File: config.mk
export PLATFORM = sky130hd
export DESIGN_NAME = regfile_wr_sched_flat
export DESIGN_NICKNAME = d
export VERILOG_FILES = /design/src/rtl/y86_pkg.sv /design/src/rtl/regfile_wr_sched_if.sv /design/src/rtl/regfile_wr_sched_queue.sv /design/src/rtl/regfile_wr_sched.sv /design/src/flat_wrapper.sv
export SDC_FILE = /design/constraint.sdc
export NUM_CORES = 1
export LEC_CHECK = 0
export BUFFER_PORTS_ARGS = -buffer_cell sky130_fd_sc_hd__buf_2
export CORE_MARGIN = 2
export CORE_UTILIZATION = 50
export DETAILED_ROUTE_END_ITERATION = 10
export PLACE_DENSITY = 0.75
export SLEW_MARGIN = 30
export SYNTH_ARGS = -nofsm -noshare
export SYNTH_HDL_FRONTEND = slang
export SYNTH_HIERARCHICAL = 1
export SYNTH_SLANG_ARGS = --single-unit
File: constraint.sdc
create_clock -name clk -period 6.6 [get_ports clk]
set_input_delay 0.66 -clock clk [delete_from_list [all_inputs] [get_ports clk]]
set_output_delay 0.66 -clock clk [all_outputs]
set_load 0.01 [all_outputs]
File: src/rtl/y86_pkg.sv
// Shared types for the register-file write scheduler.
// Register ids, the cmov opcode, write records and debug FSM states.
package y86_pkg;

   localparam logic [3:0] RNONE  = 4'hF;
   localparam logic [3:0] I_CMOV = 4'h2;

   typedef struct packed {
      logic [3:0]  addr;
      logic [63:0] data;
   } wr_t;

   typedef enum logic [1:0] {
      DBG_IDLE,
      DBG_WAIT,
      DBG_FORCE
   } dbg_st_t;

endpackage

File: src/rtl/regfile_wr_sched_if.sv
// W-stage bundle into the write scheduler.
// The W stage drives the bundle; the scheduler answers with stall.
interface regfile_wr_sched_if #(
   parameter int DW = 64
);
   logic          w_valid;
   logic [3:0]    W_icode;
   logic          W_Cnd;
   logic [3:0]    W_dstE;
   logic [DW-1:0] W_valE;
   logic [3:0]    W_dstM;
   logic [DW-1:0] W_valM;
   logic          w_stall;

   modport master (
      output w_valid, W_icode, W_Cnd,
      output W_dstE, W_valE, W_dstM, W_valM,
      input  w_stall
   );

   modport slave (
      input  w_valid, W_icode, W_Cnd,
      input  W_dstE, W_valE, W_dstM, W_valM,
      output w_stall
   );
endinterface

File: src/rtl/regfile_wr_sched_queue.sv
// Pending-write FIFO: two pushes and one pop per cycle.
// Lookup scans oldest to youngest so the youngest match wins.
module wr_queue #(
   parameter  int DEPTH = 2,
   parameter  int DW    = 64,
   localparam int PW    = $clog2(DEPTH),
   localparam int CW    = $clog2(DEPTH + 1)
) (
   input  logic          clk,
   input  logic          rst_n,
   input  logic          push0,
   input  logic [3:0]    push0_addr,
   input  logic [DW-1:0] push0_data,
   input  logic          push1,
   input  logic [3:0]    push1_addr,
   input  logic [DW-1:0] push1_data,
   input  logic          pop,
   output logic [3:0]    head_addr,
   output logic [DW-1:0] head_data,
   output logic [CW-1:0] count,
   input  logic [3:0]    lk_addr,
   output logic          lk_hit,
   output logic [DW-1:0] lk_data
);

   logic [3:0]    addr_q [DEPTH];
   logic [DW-1:0] data_q [DEPTH];
   logic [PW-1:0] rd_ptr;
   logic [PW-1:0] wr_ptr;
   logic [CW-1:0] cnt;

   function automatic logic [PW-1:0] inc(input logic [PW-1:0] p);
      return (p == PW'(DEPTH - 1)) ? '0 : p + 1'b1;
   endfunction

   // pointer and occupancy bookkeeping
   always_ff @(posedge clk or negedge rst_n) begin
      if (!rst_n) begin
         rd_ptr <= '0;
         wr_ptr <= '0;
         cnt    <= '0;
      end else begin
         if (pop)
            rd_ptr <= inc(rd_ptr);
         if (push1)
            wr_ptr <= inc(inc(wr_ptr));
         else if (push0)
            wr_ptr <= inc(wr_ptr);
         cnt <= cnt + CW'(push0) + CW'(push1) - CW'(pop);
      end
   end

   // entry storage; contents are don't-care until counted
   always_ff @(posedge clk) begin
      if (push0) begin
         addr_q[wr_ptr] <= push0_addr;
         data_q[wr_ptr] <= push0_data;
      end
      if (push1) begin
         addr_q[inc(wr_ptr)] <= push1_addr;
         data_q[inc(wr_ptr)] <= push1_data;
      end
   end

   assign head_addr = addr_q[rd_ptr];
   assign head_data = data_q[rd_ptr];
   assign count     = cnt;

   // CAM search, later (younger) matches override earlier ones
   always_comb begin
      int            j;
      logic [PW-1:0] p;
      j       = 0;
      p       = '0;
      lk_hit  = 1'b0;
      lk_data = '0;
      for (int i = 0; i < DEPTH; i++) begin
         j = int'(rd_ptr) + i;
         if (j >= DEPTH)
            j = j - DEPTH;
         p = PW'(j);
         if (i < int'(cnt) && addr_q[p] == lk_addr) begin
            lk_hit  = 1'b1;
            lk_data = data_q[p];
         end
      end
   end

endmodule

File: src/rtl/regfile_wr_sched.sv
// Serialises W-stage E/M writes and debug writes onto one RF port.
// Holds the issue mux, stall logic, debug starvation FSM and RF regs.
module regfile_wr_sched
   import y86_pkg::*;
#(
   parameter  int DEPTH  = 2,
   parameter  int DW     = 64,
   parameter  int STARVE = 8,
   localparam int CW     = $clog2(DEPTH + 1),
   localparam int SW     = $clog2(STARVE + 1)
) (
   input  logic             clk,
   input  logic             rst_n,
   regfile_wr_sched_if.slave w,
   input  logic             dbg_req,
   input  logic [3:0]       dbg_addr,
   input  logic [DW-1:0]    dbg_data,
   output logic             dbg_gnt,
   output logic             rf_we,
   output logic [3:0]       rf_waddr,
   output logic [DW-1:0]    rf_wdata,
   input  logic [3:0]       lk_addr,
   output logic             lk_hit,
   output logic [DW-1:0]    lk_data,
   output logic [CW-1:0]    q_count
);

   dbg_st_t       st, st_n;
   logic [SW-1:0] cnt, cnt_n;

   logic          stall, acc, en;
   logic          e_wr, m_wr, dbg_wr;
   logic          q_empty, q_full;

   logic          push0, push1, pop;
   logic [3:0]    p0_addr, p1_addr;
   logic [DW-1:0] p0_data, p1_data;
   logic [3:0]    head_addr;
   logic [DW-1:0] head_data;
   logic          q_hit;
   logic [DW-1:0] q_data;

   logic          iss_we;
   logic [3:0]    iss_addr;
   logic [DW-1:0] iss_data;

   assign q_empty   = (q_count == '0);
   assign q_full    = (q_count == CW'(DEPTH));
   assign stall     = q_full || (st == DBG_FORCE);
   assign w.w_stall = stall;

   assign acc  = w.w_valid && !stall;
   assign en   = (w.W_icode != I_CMOV) || w.W_Cnd;
   assign e_wr = acc && en && (w.W_dstE != RNONE);
   assign m_wr = acc && en && (w.W_dstM != RNONE);

   assign dbg_gnt = dbg_req && q_empty && !e_wr && !m_wr;
   assign dbg_wr  = dbg_gnt && (dbg_addr != RNONE);

   wr_queue #(
      .DEPTH (DEPTH),
      .DW    (DW)
   ) u_q (
      .clk        (clk),
      .rst_n      (rst_n),
      .push0      (push0),
      .push0_addr (p0_addr),
      .push0_data (p0_data),
      .push1      (push1),
      .push1_addr (p1_addr),
      .push1_data (p1_data),
      .pop        (pop),
      .head_addr  (head_addr),
      .head_data  (head_data),
      .count      (q_count),
      .lk_addr    (lk_addr),
      .lk_hit     (q_hit),
      .lk_data    (q_data)
   );

   // oldest candidate issues; younger accepted writes queue in order
   always_comb begin
      iss_we   = 1'b0;
      iss_addr = 4'h0;
      iss_data = '0;
      pop      = 1'b0;
      push0    = 1'b0;
      push1    = 1'b0;
      p0_addr  = 4'h0;
      p0_data  = '0;
      p1_addr  = w.W_dstM;
      p1_data  = w.W_valM;
      if (!q_empty) begin
         iss_we   = 1'b1;
         iss_addr = head_addr;
         iss_data = head_data;
         pop      = 1'b1;
         push0    = e_wr || m_wr;
         push1    = e_wr && m_wr;
         p0_addr  = e_wr ? w.W_dstE : w.W_dstM;
         p0_data  = e_wr ? w.W_valE : w.W_valM;
      end else if (e_wr) begin
         iss_we   = 1'b1;
         iss_addr = w.W_dstE;
         iss_data = w.W_valE;
         push0    = m_wr;
         p0_addr  = w.W_dstM;
         p0_data  = w.W_valM;
      end else if (m_wr) begin
         iss_we   = 1'b1;
         iss_addr = w.W_dstM;
         iss_data = w.W_valM;
      end else if (dbg_wr) begin
         iss_we   = 1'b1;
         iss_addr = dbg_addr;
         iss_data = dbg_data;
      end
   end

   // registered write port; address/data hold when idle
   always_ff @(posedge clk or negedge rst_n) begin
      if (!rst_n) begin
         rf_we    <= 1'b0;
         rf_waddr <= RNONE;
         rf_wdata <= '0;
      end else begin
         rf_we <= iss_we;
         if (iss_we) begin
            rf_waddr <= iss_addr;
            rf_wdata <= iss_data;
         end
      end
   end

   // debug FSM state and starvation counter
   always_ff @(posedge clk or negedge rst_n) begin
      if (!rst_n) begin
         st  <= DBG_IDLE;
         cnt <= '0;
      end else begin
         st  <= st_n;
         cnt <= cnt_n;
      end
   end

   // starvation tracking: count ungranted request cycles
   always_comb begin
      st_n  = st;
      cnt_n = cnt;
      unique case (st)
         DBG_IDLE: begin
            if (dbg_req && !dbg_gnt) begin
               cnt_n = SW'(1);
               st_n  = (STARVE <= 1) ? DBG_FORCE : DBG_WAIT;
            end
         end
         DBG_WAIT: begin
            if (dbg_gnt || !dbg_req) begin
               st_n  = DBG_IDLE;
               cnt_n = '0;
            end else if (int'(cnt) + 1 >= STARVE) begin
               st_n  = DBG_FORCE;
               cnt_n = SW'(STARVE);
            end else begin
               cnt_n = cnt + 1'b1;
            end
         end
         DBG_FORCE: begin
            if (dbg_gnt) begin
               st_n  = DBG_IDLE;
               cnt_n = '0;
            end
         end
         default: begin
            st_n  = DBG_IDLE;
            cnt_n = '0;
         end
      endcase
   end

   // youngest pending value: queue first, then the RF output register
   always_comb begin
      lk_hit  = 1'b0;
      lk_data = '0;
      if (lk_addr != RNONE) begin
         if (q_hit) begin
            lk_hit  = 1'b1;
            lk_data = q_data;
         end else if (rf_we && rf_waddr == lk_addr) begin
            lk_hit  = 1'b1;
            lk_data = rf_wdata;
         end
      end
   end

endmodule

File: src/flat_wrapper.sv
// flat-port wrapper written by rule: the top's interface ports become plain ports
module regfile_wr_sched_flat import y86_pkg::*;
#(
   parameter  int DEPTH  = 2,
   parameter  int DW     = 64,
   parameter  int STARVE = 8,
   localparam int CW     = $clog2(DEPTH + 1),
   localparam int SW     = $clog2(STARVE + 1)
)
  (clk, rst_n, dbg_req, dbg_addr, dbg_data, dbg_gnt, rf_we, rf_waddr, rf_wdata, lk_addr, lk_hit, lk_data, q_count, w_w_valid, w_W_icode, w_W_Cnd, w_W_dstE, w_W_valE, w_W_dstM, w_W_valM, w_w_stall);
  regfile_wr_sched_if #(.DW(DW)) w_i ();
  input  logic clk;
  input  logic rst_n;
  input  logic dbg_req;
  input  logic [3:0] dbg_addr;
  input  logic [DW-1:0] dbg_data;
  output logic dbg_gnt;
  output logic rf_we;
  output logic [3:0] rf_waddr;
  output logic [DW-1:0] rf_wdata;
  input  logic [3:0] lk_addr;
  output logic lk_hit;
  output logic [DW-1:0] lk_data;
  output logic [CW-1:0] q_count;
  input wire logic [$bits(w_i.w_valid)-1:0] w_w_valid;
  input wire logic [$bits(w_i.W_icode)-1:0] w_W_icode;
  input wire logic [$bits(w_i.W_Cnd)-1:0] w_W_Cnd;
  input wire logic [$bits(w_i.W_dstE)-1:0] w_W_dstE;
  input wire logic [$bits(w_i.W_valE)-1:0] w_W_valE;
  input wire logic [$bits(w_i.W_dstM)-1:0] w_W_dstM;
  input wire logic [$bits(w_i.W_valM)-1:0] w_W_valM;
  output wire logic [$bits(w_i.w_stall)-1:0] w_w_stall;
  assign w_i.w_valid = w_w_valid;
  assign w_i.W_icode = w_W_icode;
  assign w_i.W_Cnd = w_W_Cnd;
  assign w_i.W_dstE = w_W_dstE;
  assign w_i.W_valE = w_W_valE;
  assign w_i.W_dstM = w_W_dstM;
  assign w_i.W_valM = w_W_valM;
  assign w_w_stall = w_i.w_stall;
  regfile_wr_sched #(.DEPTH(DEPTH), .DW(DW), .STARVE(STARVE)) u_core (.clk(clk), .rst_n(rst_n), .w(w_i), .dbg_req(dbg_req), .dbg_addr(dbg_addr), .dbg_data(dbg_data), .dbg_gnt(dbg_gnt), .rf_we(rf_we), .rf_waddr(rf_waddr), .rf_wdata(rf_wdata), .lk_addr(lk_addr), .lk_hit(lk_hit), .lk_data(lk_data), .q_count(q_count));
endmodule
=== Word level (Yosys, flattened, before mapping) ===
Memory sizes are Yosys's and may differ from the RTL's.
Cells that the tools add are included.

* Add/subtract/negate cells: 11
* Magnitude comparators: 5
* Equality and inequality tests: 14
* Multiplexer cells: 53
* Reduce and logical (&&, ||, !) cells: 27

{| class="wikitable"
|+ Operators with widths
! operator !! number
|-
| $mux 64 || 12
|-
| $mux 4 || 11
|-
| $ge 32x5->1 const B || 1
|-
| $mux 1 || 24
|-
| $ne 4x4->1 const B || 4
|-
| $logic_and 1x1->1 || 13
|-
| $eq 4x4->1 || 3
|-
| $pmux 4 s3 || 1
|-
| $mux 2 || 4
|-
| $pmux 2 s3 || 1
|-
| $add 4x1->5 const B || 1
|-
| $logic_not 1->1 || 5
|-
| $add 2x1->2 || 2
|-
| $add 4x1->4 const B || 1
|-
| $eq 2x2->1 const B || 2
|-
| $logic_not 2->1 || 2
|-
| $logic_or 1x1->1 || 4
|-
| $lt 1x2->1 const A || 2
|-
| $ne 2x1->1 const B || 2
|-
| $ne 4x2->1 const B || 1
|-
| $add 1x1->1 const B || 3
|-
| $ne 3x1->1 const B || 1
|-
| $reduce_and 3->1 || 1
|-
| $add 1x1->2 const B || 1
|-
| other kinds (7) || 8
|}

* Bits in registers: 79
* RAM bits: 136
* Input port bits: 217
* Output and inout port bits: 138
* Logic and storage cells: 120
* Memories kept: 2

{| class="wikitable"
|+ Memory list
! memory !! depth !! bits a word !! read ports !! clocked after memory_dff !! wr ports !! RTL line !! source
|-
| u_core.u_q.data_q || 2 || 64 || 3 || 0 || 2 || regfile_wr_sched_queue.sv:27 || <nowiki>logic [DW-1:0] data_q [DEPTH];</nowiki>
|-
| u_core.u_q.addr_q || 2 || 4 || 3 || 0 || 2 || regfile_wr_sched_queue.sv:26 || <nowiki>logic [3:0] addr_q [DEPTH];</nowiki>
|}

=== Logic depth before layout (Yosys ltp) ===
* Word-level depth: 14
* Depth in mapped cells: 12
* Depth with buffers taken out: 10

=== Modules after synthesis ===
The synthesis kept the hierarchy.

{| class="wikitable"
|+ By module, submodules not included
! module !! instances !! cells an instance !! area an instance (sq um) !! seq. area each (sq um)
|-
| wr_queue || 1 || 780 || 8,908.5 || 4,184.0
|-
| regfile_wr_sched || 1 || 768 || 6,510.0 || 1,881.8
|}

=== Least setup slack after synthesis ===
Ideal clock, no wire load.

* Kind: input to register
* From: in w_W_dstE[2]
* To: mem u_core.u_q.addr_q[1][0], enable pin
* Library setup time: 0.588 ns
* Arrival: 6.816 ns
* Required time: 6.012 ns
* Path slack: -0.804 ns
* Stages on the path: 7
* Path buffers: 2
* Path through: and4_1 > nor4_4 > buf_2 > buf_2 > and3_1 > inv_1 > o21ai_0

{| class="wikitable"
|+ RTL lines
! item !! RTL line !! source
|-
| start: declaration || flat_wrapper.sv:28 || <nowiki>input wire logic [$bits(w_i.W_dstE)-1:0] w_W_dstE;</nowiki>
|-
| end: declaration || regfile_wr_sched_queue.sv:26 ||
|}

=== Worst setup path in the final report ===
* From: reg u_core.u_q.rd_ptr
* To: out lk_data[55]

* Word-level cells in the longest chain between the ends: 9
* Elaborated cells between the ends (all ways): 19
* Those cells by class: 3 x add/sub; 2 x order compare; 2 x eq/ne; 8 x mux; 2 x reduce/logical; 2 x memory

{| class="wikitable"
|+ Ends and longest elaborated chain
! item !! RTL line !! source
|-
| start: declaration || regfile_wr_sched_queue.sv:28 || <nowiki>logic [PW-1:0] rd_ptr;</nowiki>
|-
| start signal: assignment || regfile_wr_sched_queue.sv:44 || <nowiki>rd_ptr <= inc(rd_ptr);</nowiki>
|-
| $add 1x1->2 (tied with other cells) || regfile_wr_sched_queue.sv:78 || <nowiki>j = int'(rd_ptr) + i;</nowiki>
|-
| $ge 2x2->1 (tied with other cells) || regfile_wr_sched_queue.sv:79 || <nowiki>if (j >= DEPTH)</nowiki>
|-
| $mux 1 / $mem_v2 2x4 (equally long branches) || -- ||
|-
| $mem_v2 2x4 / $eq 4x4->1 (equally long branches) || -- ||
|-
| $eq 4x4->1 / $logic_and 1x1->1 (equally long branches) || regfile_wr_sched_queue.sv:82 || <nowiki>if (i < int'(cnt) && addr_q[p] == lk_addr) begin</nowiki>
|-
| $logic_and 1x1->1 / $mux 64 (equally long branches) || regfile_wr_sched_queue.sv:82 ||
|-
| $mux 64 * || regfile_wr_sched_queue.sv:82 ||
|-
| named net u_core.q_data[55] || regfile_wr_sched.sv:41 || <nowiki>logic [DW-1:0] q_data;</nowiki>
|-
| $mux 64 * || regfile_wr_sched.sv:186 || <nowiki>if (q_hit) begin</nowiki>
|-
| $mux 64 * || regfile_wr_sched.sv:185 || <nowiki>if (lk_addr != RNONE) begin</nowiki>
|-
| end: declaration || flat_wrapper.sv:23 || <nowiki>output logic [DW-1:0] lk_data;</nowiki>
|}

Mark *: on every way through the listed nets, which the timed path passes. The rest lies on a longest branch.

==> metrics.txt <==
# TYPE chip_impl_metric gauge
chip_impl_metric{name="vdd.ir_drop.worst",unit="uV"} 233
chip_impl_info{name="layout.cells.most_common",value="sky130_fd_sc_hd__buf_2"} 1
chip_impl_metric{name="global_route.usage.met3",unit=""} 0.0604
chip_impl_metric{name="cpPeakStageDelay",unit="ps"} 730
chip_impl_metric{name="io_buffers",unit=""} 354
chip_impl_metric{name="area_delta_synth_final",unit="%"} 17.6
chip_impl_info{name="rsz0062_at_grt",value="false"} 1
chip_impl_metric{name="synth-warning-count",unit=""} 6
chip_impl_metric{name="clk_transition_reported_paths",unit="ps"} 60
chip_impl_metric{name="drt-wirelength-per-cell",unit="um"} 23.8
chip_impl_metric{name="route.final.wire_length",unit="um"} 52600
chip_impl_metric{name="die-area",unit="um^2"} 32300
chip_impl_metric{name="cell_area_after_technology_mapping",unit="um^2"} 15400
chip_impl_metric{name="cts-buffers-inserted",unit=""} 25
chip_impl_info{name="yosys.area.top_type",value="sky130_fd_sc_hd__edfxtp_1"} 1
chip_impl_metric{name="cp_data_arrival_time",unit="ps"} 4960
chip_impl_metric{name="num_io_pins",unit=""} 355
chip_impl_info{name="status",value="complete, no violations"} 1
chip_impl_info{name="reg_to_reg_startpoint",value="u_core/u_q/count[0]"} 1
chip_impl_metric{name="ctsResizeCount",unit=""} 0
chip_impl_metric{name="tns",unit="ps"} 0
chip_impl_metric{name="first_pass_grt_wire_length",unit="um"} 80300
chip_impl_metric{name="actual_slew_at_the_worst_max_slew_pin",unit="ps"} 1030
chip_impl_metric{name="cts_sinks",unit=""} 215
chip_impl_metric{name="worst_skew_late_latency",unit="ps"} 530
chip_impl_metric{name="drt.antenna.violating_nets",unit=""} 0
chip_impl_info{name="crit_slowest_cell",value="sky130_fd_sc_hd__buf_4"} 1
chip_impl_metric{name="max_freq",unit="GHz"} 0.178
chip_impl_info{name="primary_ff_master_synth",value="sky130_fd_sc_hd__edfxtp_1"} 1
chip_impl_metric{name="die_h",unit="um"} 180
chip_impl_metric{name="via_count",unit=""} 14865
chip_impl_metric{name="route.detailed.vias_per_inst",unit=""} 6.73
chip_impl_info{name="synth.area.top_cells",value="sky130_fd_sc_hd__edfxtp_1 (26%), sky130_fd_sc_hd__mux2_2 (15%), sky130_fd_sc_hd__dfrtp_1 (12%)"} 1
chip_impl_metric{name="cts_buffer_depth",unit=""} 3
chip_impl_metric{name="start_util",unit=""} 0.505
chip_impl_metric{name="path_max_fanout",unit=""} 75
chip_impl_metric{name="cp_num_buf_inv",unit=""} 4
chip_impl_metric{name="nets",unit=""} 2009
chip_impl_info{name="buffer_cell_driving_the_clock_tree_root",value="sky130_fd_sc_hd__clkbuf_16"} 1
chip_impl_metric{name="grt_use_met2",unit=""} 0.524
chip_impl_metric{name="layoutNonFillerInstCount",unit=""} 2208
chip_impl_info{name="cts_tree",value="done"} 1
chip_impl_metric{name="grt_overflow",unit=""} 0
chip_impl_info{name="worstPathCellList",value="buf_4 > mux2_4 > xor2_1 > nor4_4 > buf_4 > buf_4 > nand3_1 > a32oi_1 > mux2i_1 > nor2_1 > buf_2"} 1
chip_impl_metric{name="dieWidth",unit="um"} 180
chip_impl_metric{name="synth_nets",unit=""} 1771
chip_impl_metric{name="first_global_vias",unit=""} 14618
chip_impl_metric{name="drc",unit=""} 0
chip_impl_metric{name="slew_headroom",unit=""} 0.316
chip_impl_metric{name="grtUsageMet1",unit=""} 0.385
chip_impl_metric{name="drv.max_cap_violation_count",unit=""} 0
chip_impl_metric{name="gp_routability_congestion",unit=""} 0.850
chip_impl_metric{name="ys_async_sr_fraction",unit=""} 0.367
chip_impl_metric{name="finalHoldViolCount",unit=""} 0
chip_impl_info{name="timing.critical_path.to_type",value="output port"} 1
chip_impl_metric{name="syn_inst",unit=""} 1548
chip_impl_info{name="setup.worst_path.class",value="reg2out"} 1
chip_impl_info{name="crit_start",value="u_core/u_q/rd_ptr"} 1
chip_impl_metric{name="grt_max_degree",unit=""} 128
chip_impl_metric{name="ys_seq_elements",unit=""} 215
chip_impl_metric{name="period_minus_slack",unit="ps"} 5620
chip_impl_info{name="most_frequent_cells_in_the_layout",value="sky130_fd_sc_hd__buf_2 (353), sky130_fd_sc_hd__nor2_1 (206), sky130_fd_sc_hd__mux2_2 (203), sky130_fd_sc_hd__a22o_1 (136), sky130_fd_sc_hd__edfxtp_1 (136)"} 1
chip_impl_metric{name="drtPass1Iterations",unit=""} 10
chip_impl_metric{name="dpl_wire_length",unit="um"} 32100
chip_impl_metric{name="finalSetupViolations",unit=""} 0
chip_impl_info{name="critical_path_s_top_delay_family",value="buffers and inverters"} 1
chip_impl_metric{name="drv_slew",unit=""} 0
chip_impl_metric{name="cp.required",unit="ps"} 5940
chip_impl_metric{name="mean_syn_cell_area",unit="um^2"} 9.96
chip_impl_metric{name="cts.hold.buffers_added",unit=""} 0
chip_impl_metric{name="row_count",unit=""} 64
chip_impl_info{name="hold_path.class",value="in2async"} 1
chip_impl_info{name="worst_setup_path_start_kind",value="register"} 1
chip_impl_metric{name="number_of_enable_type_register_cells_in_the_synthesized_netlist",unit=""} 136
chip_impl_metric{name="cts-htree-levels",unit=""} 1
chip_impl_metric{name="powerDensity",unit="nW/um^2"} 483
chip_impl_info{name="regToRegEndpoint",value="u_core/u_q/data_q[0][45]"} 1
chip_impl_metric{name="core_area",unit="um^2"} 30500
chip_impl_metric{name="synth_largest_type_area_fraction",unit=""} 0.265
chip_impl_info{name="grt.busiest_layer",value="met2"} 1
chip_impl_metric{name="synth_cell_type_count",unit=""} 53
chip_impl_metric{name="fin_worst_skew",unit="ps"} 15.6
chip_impl_metric{name="grt_util_all_layers",unit=""} 0.309
chip_impl_metric{name="postCtsSetupBuffers",unit=""} 0
chip_impl_metric{name="r2r_cells",unit=""} 8
chip_impl_metric{name="place_inst",unit=""} 2155
chip_impl_metric{name="share_of_the_yosys_chip_area_belonging_to_registers",unit=""} 0.393
chip_impl_metric{name="timing.final.crit_share",unit=""} 0.851
chip_impl_metric{name="drt_iter0_drc",unit=""} 1854
chip_impl_metric{name="grt_antenna_before_repair",unit=""} 10
chip_impl_metric{name="p_leak",unit="uW"} 0.00735
chip_impl_metric{name="r2r_setup_slack",unit="ps"} 2890
chip_impl_metric{name="layout-drive-gt1-share",unit=""} 0.355
chip_impl_info{name="path_common_cell",value="sky130_fd_sc_hd__buf_4"} 1
[where the power goes]
group / switching, uW / internal, uW
combinational: 2660 / 2010
clock: 565 / 787
sequential: 504 / 2240
[per-stage QoR]
stage          hold slack, ps  utilization  cell area, um^2  power (uW)  setup slack (ps)
2_1_floorplan             364            -            15400        5920              1040
3_3_place_gp              509        0.565            17200        7150              1860
3_5_place_dp              522        0.568            17300        7340              1680
4_1_cts                   113        0.593            18100        8710              1110
5_1_grt                   138        0.594            18100        9230               864
6_report                  116        0.594            18100        8760               980
[synth_stat cells (9+ instances only)]
| library cell | n |
|---|---|
| sky130_fd_sc_hd__edfxtp_1 | 136 |
| sky130_fd_sc_hd__a21o_1 | 68 |
| sky130_fd_sc_hd__nand2_1 | 69 |
| sky130_fd_sc_hd__buf_2 | 40 |
| sky130_fd_sc_hd__a32oi_1 | 63 |
| sky130_fd_sc_hd__a22o_1 | 136 |
| sky130_fd_sc_hd__dfrtp_1 | 75 |
| sky130_fd_sc_hd__buf_4 | 10 |
| sky130_fd_sc_hd__buf_1 | 21 |
| sky130_fd_sc_hd__clkbuf_1 | 95 |
| sky130_fd_sc_hd__mux2_2 | 204 |
| sky130_fd_sc_hd__a222oi_1 | 68 |
| sky130_fd_sc_hd__inv_1 | 9 |
| sky130_fd_sc_hd__mux2i_1 | 70 |
| sky130_fd_sc_hd__xor2_1 | 10 |
| sky130_fd_sc_hd__nand3_1 | 133 |
| sky130_fd_sc_hd__a21oi_1 | 64 |
| sky130_fd_sc_hd__nor2_1 | 207 |
[worst register-to-register path, cell delays in order, from the launching register on]
cell and delay, ps:
sky130_fd_sc_hd__dfrtp_1 590, sky130_fd_sc_hd__nand2b_1 250, sky130_fd_sc_hd__nand3_4 190, sky130_fd_sc_hd__nor4_4 190
sky130_fd_sc_hd__buf_4 850, sky130_fd_sc_hd__nor2_4 380, sky130_fd_sc_hd__buf_4 460, sky130_fd_sc_hd__a22o_1 300
sky130_fd_sc_hd__mux2_2 270
[worst max path at each step]
stage                                    endpoint  depth (start not counted)
after floorplan           u_core/u_q/addr_q[1][0]                          7
after global placement                lk_data[48]                         11
after detailed placement              lk_data[34]                         11
after CTS                             lk_data[34]                         11
after global routing                  lk_data[55]                         11
final                                 lk_data[55]                         11
[kinds of logic after synthesis]
family / share of synthesized area
and+or+nand+nor: 0.127
AOI/OAI and AO/OA: 0.222
muxes: 0.195
DFF: 0.393
buffers and inverters: 0.0493
xor gates and xnor gates: 0.00738
adders and majority gates: 0.00536
[sequential cells by signal, indices dropped and copies added, names as in the netlist]
register / count
u_core/u_q/wr_ptr: 1
u_core/rf_wdata: 64
u_core/u_q/data_q: 128
u_core/u_q/count: 2
u_core/u_q/rd_ptr: 1
u_core/cnt: 4
u_core/u_q/addr_q: 8
u_core/rf_waddr: 4
u_core/st: 2
u_core/rf_we: 1
[layout make-up]
cell class                      instances  area [um^2]
Clock buffer                           35          673
Antenna cell                            7         17.5
Clock inverter                         11          104
Multi-Input combinational cell       1156         8700
Timing Repair Buffer                  378         2030
Fill cell                            2659        12400
Sequential cell                       215         6070
Tap cell                              396          495
Inverter                               10         38.8
[routing by layer]
metal  vias up  routed length, um
met2       987              25200
met5         -                 48
li1       6503                  -
met4         8               2030
met3       163               5540
met1      7204              19800
(Power assumes the default switching activity.)
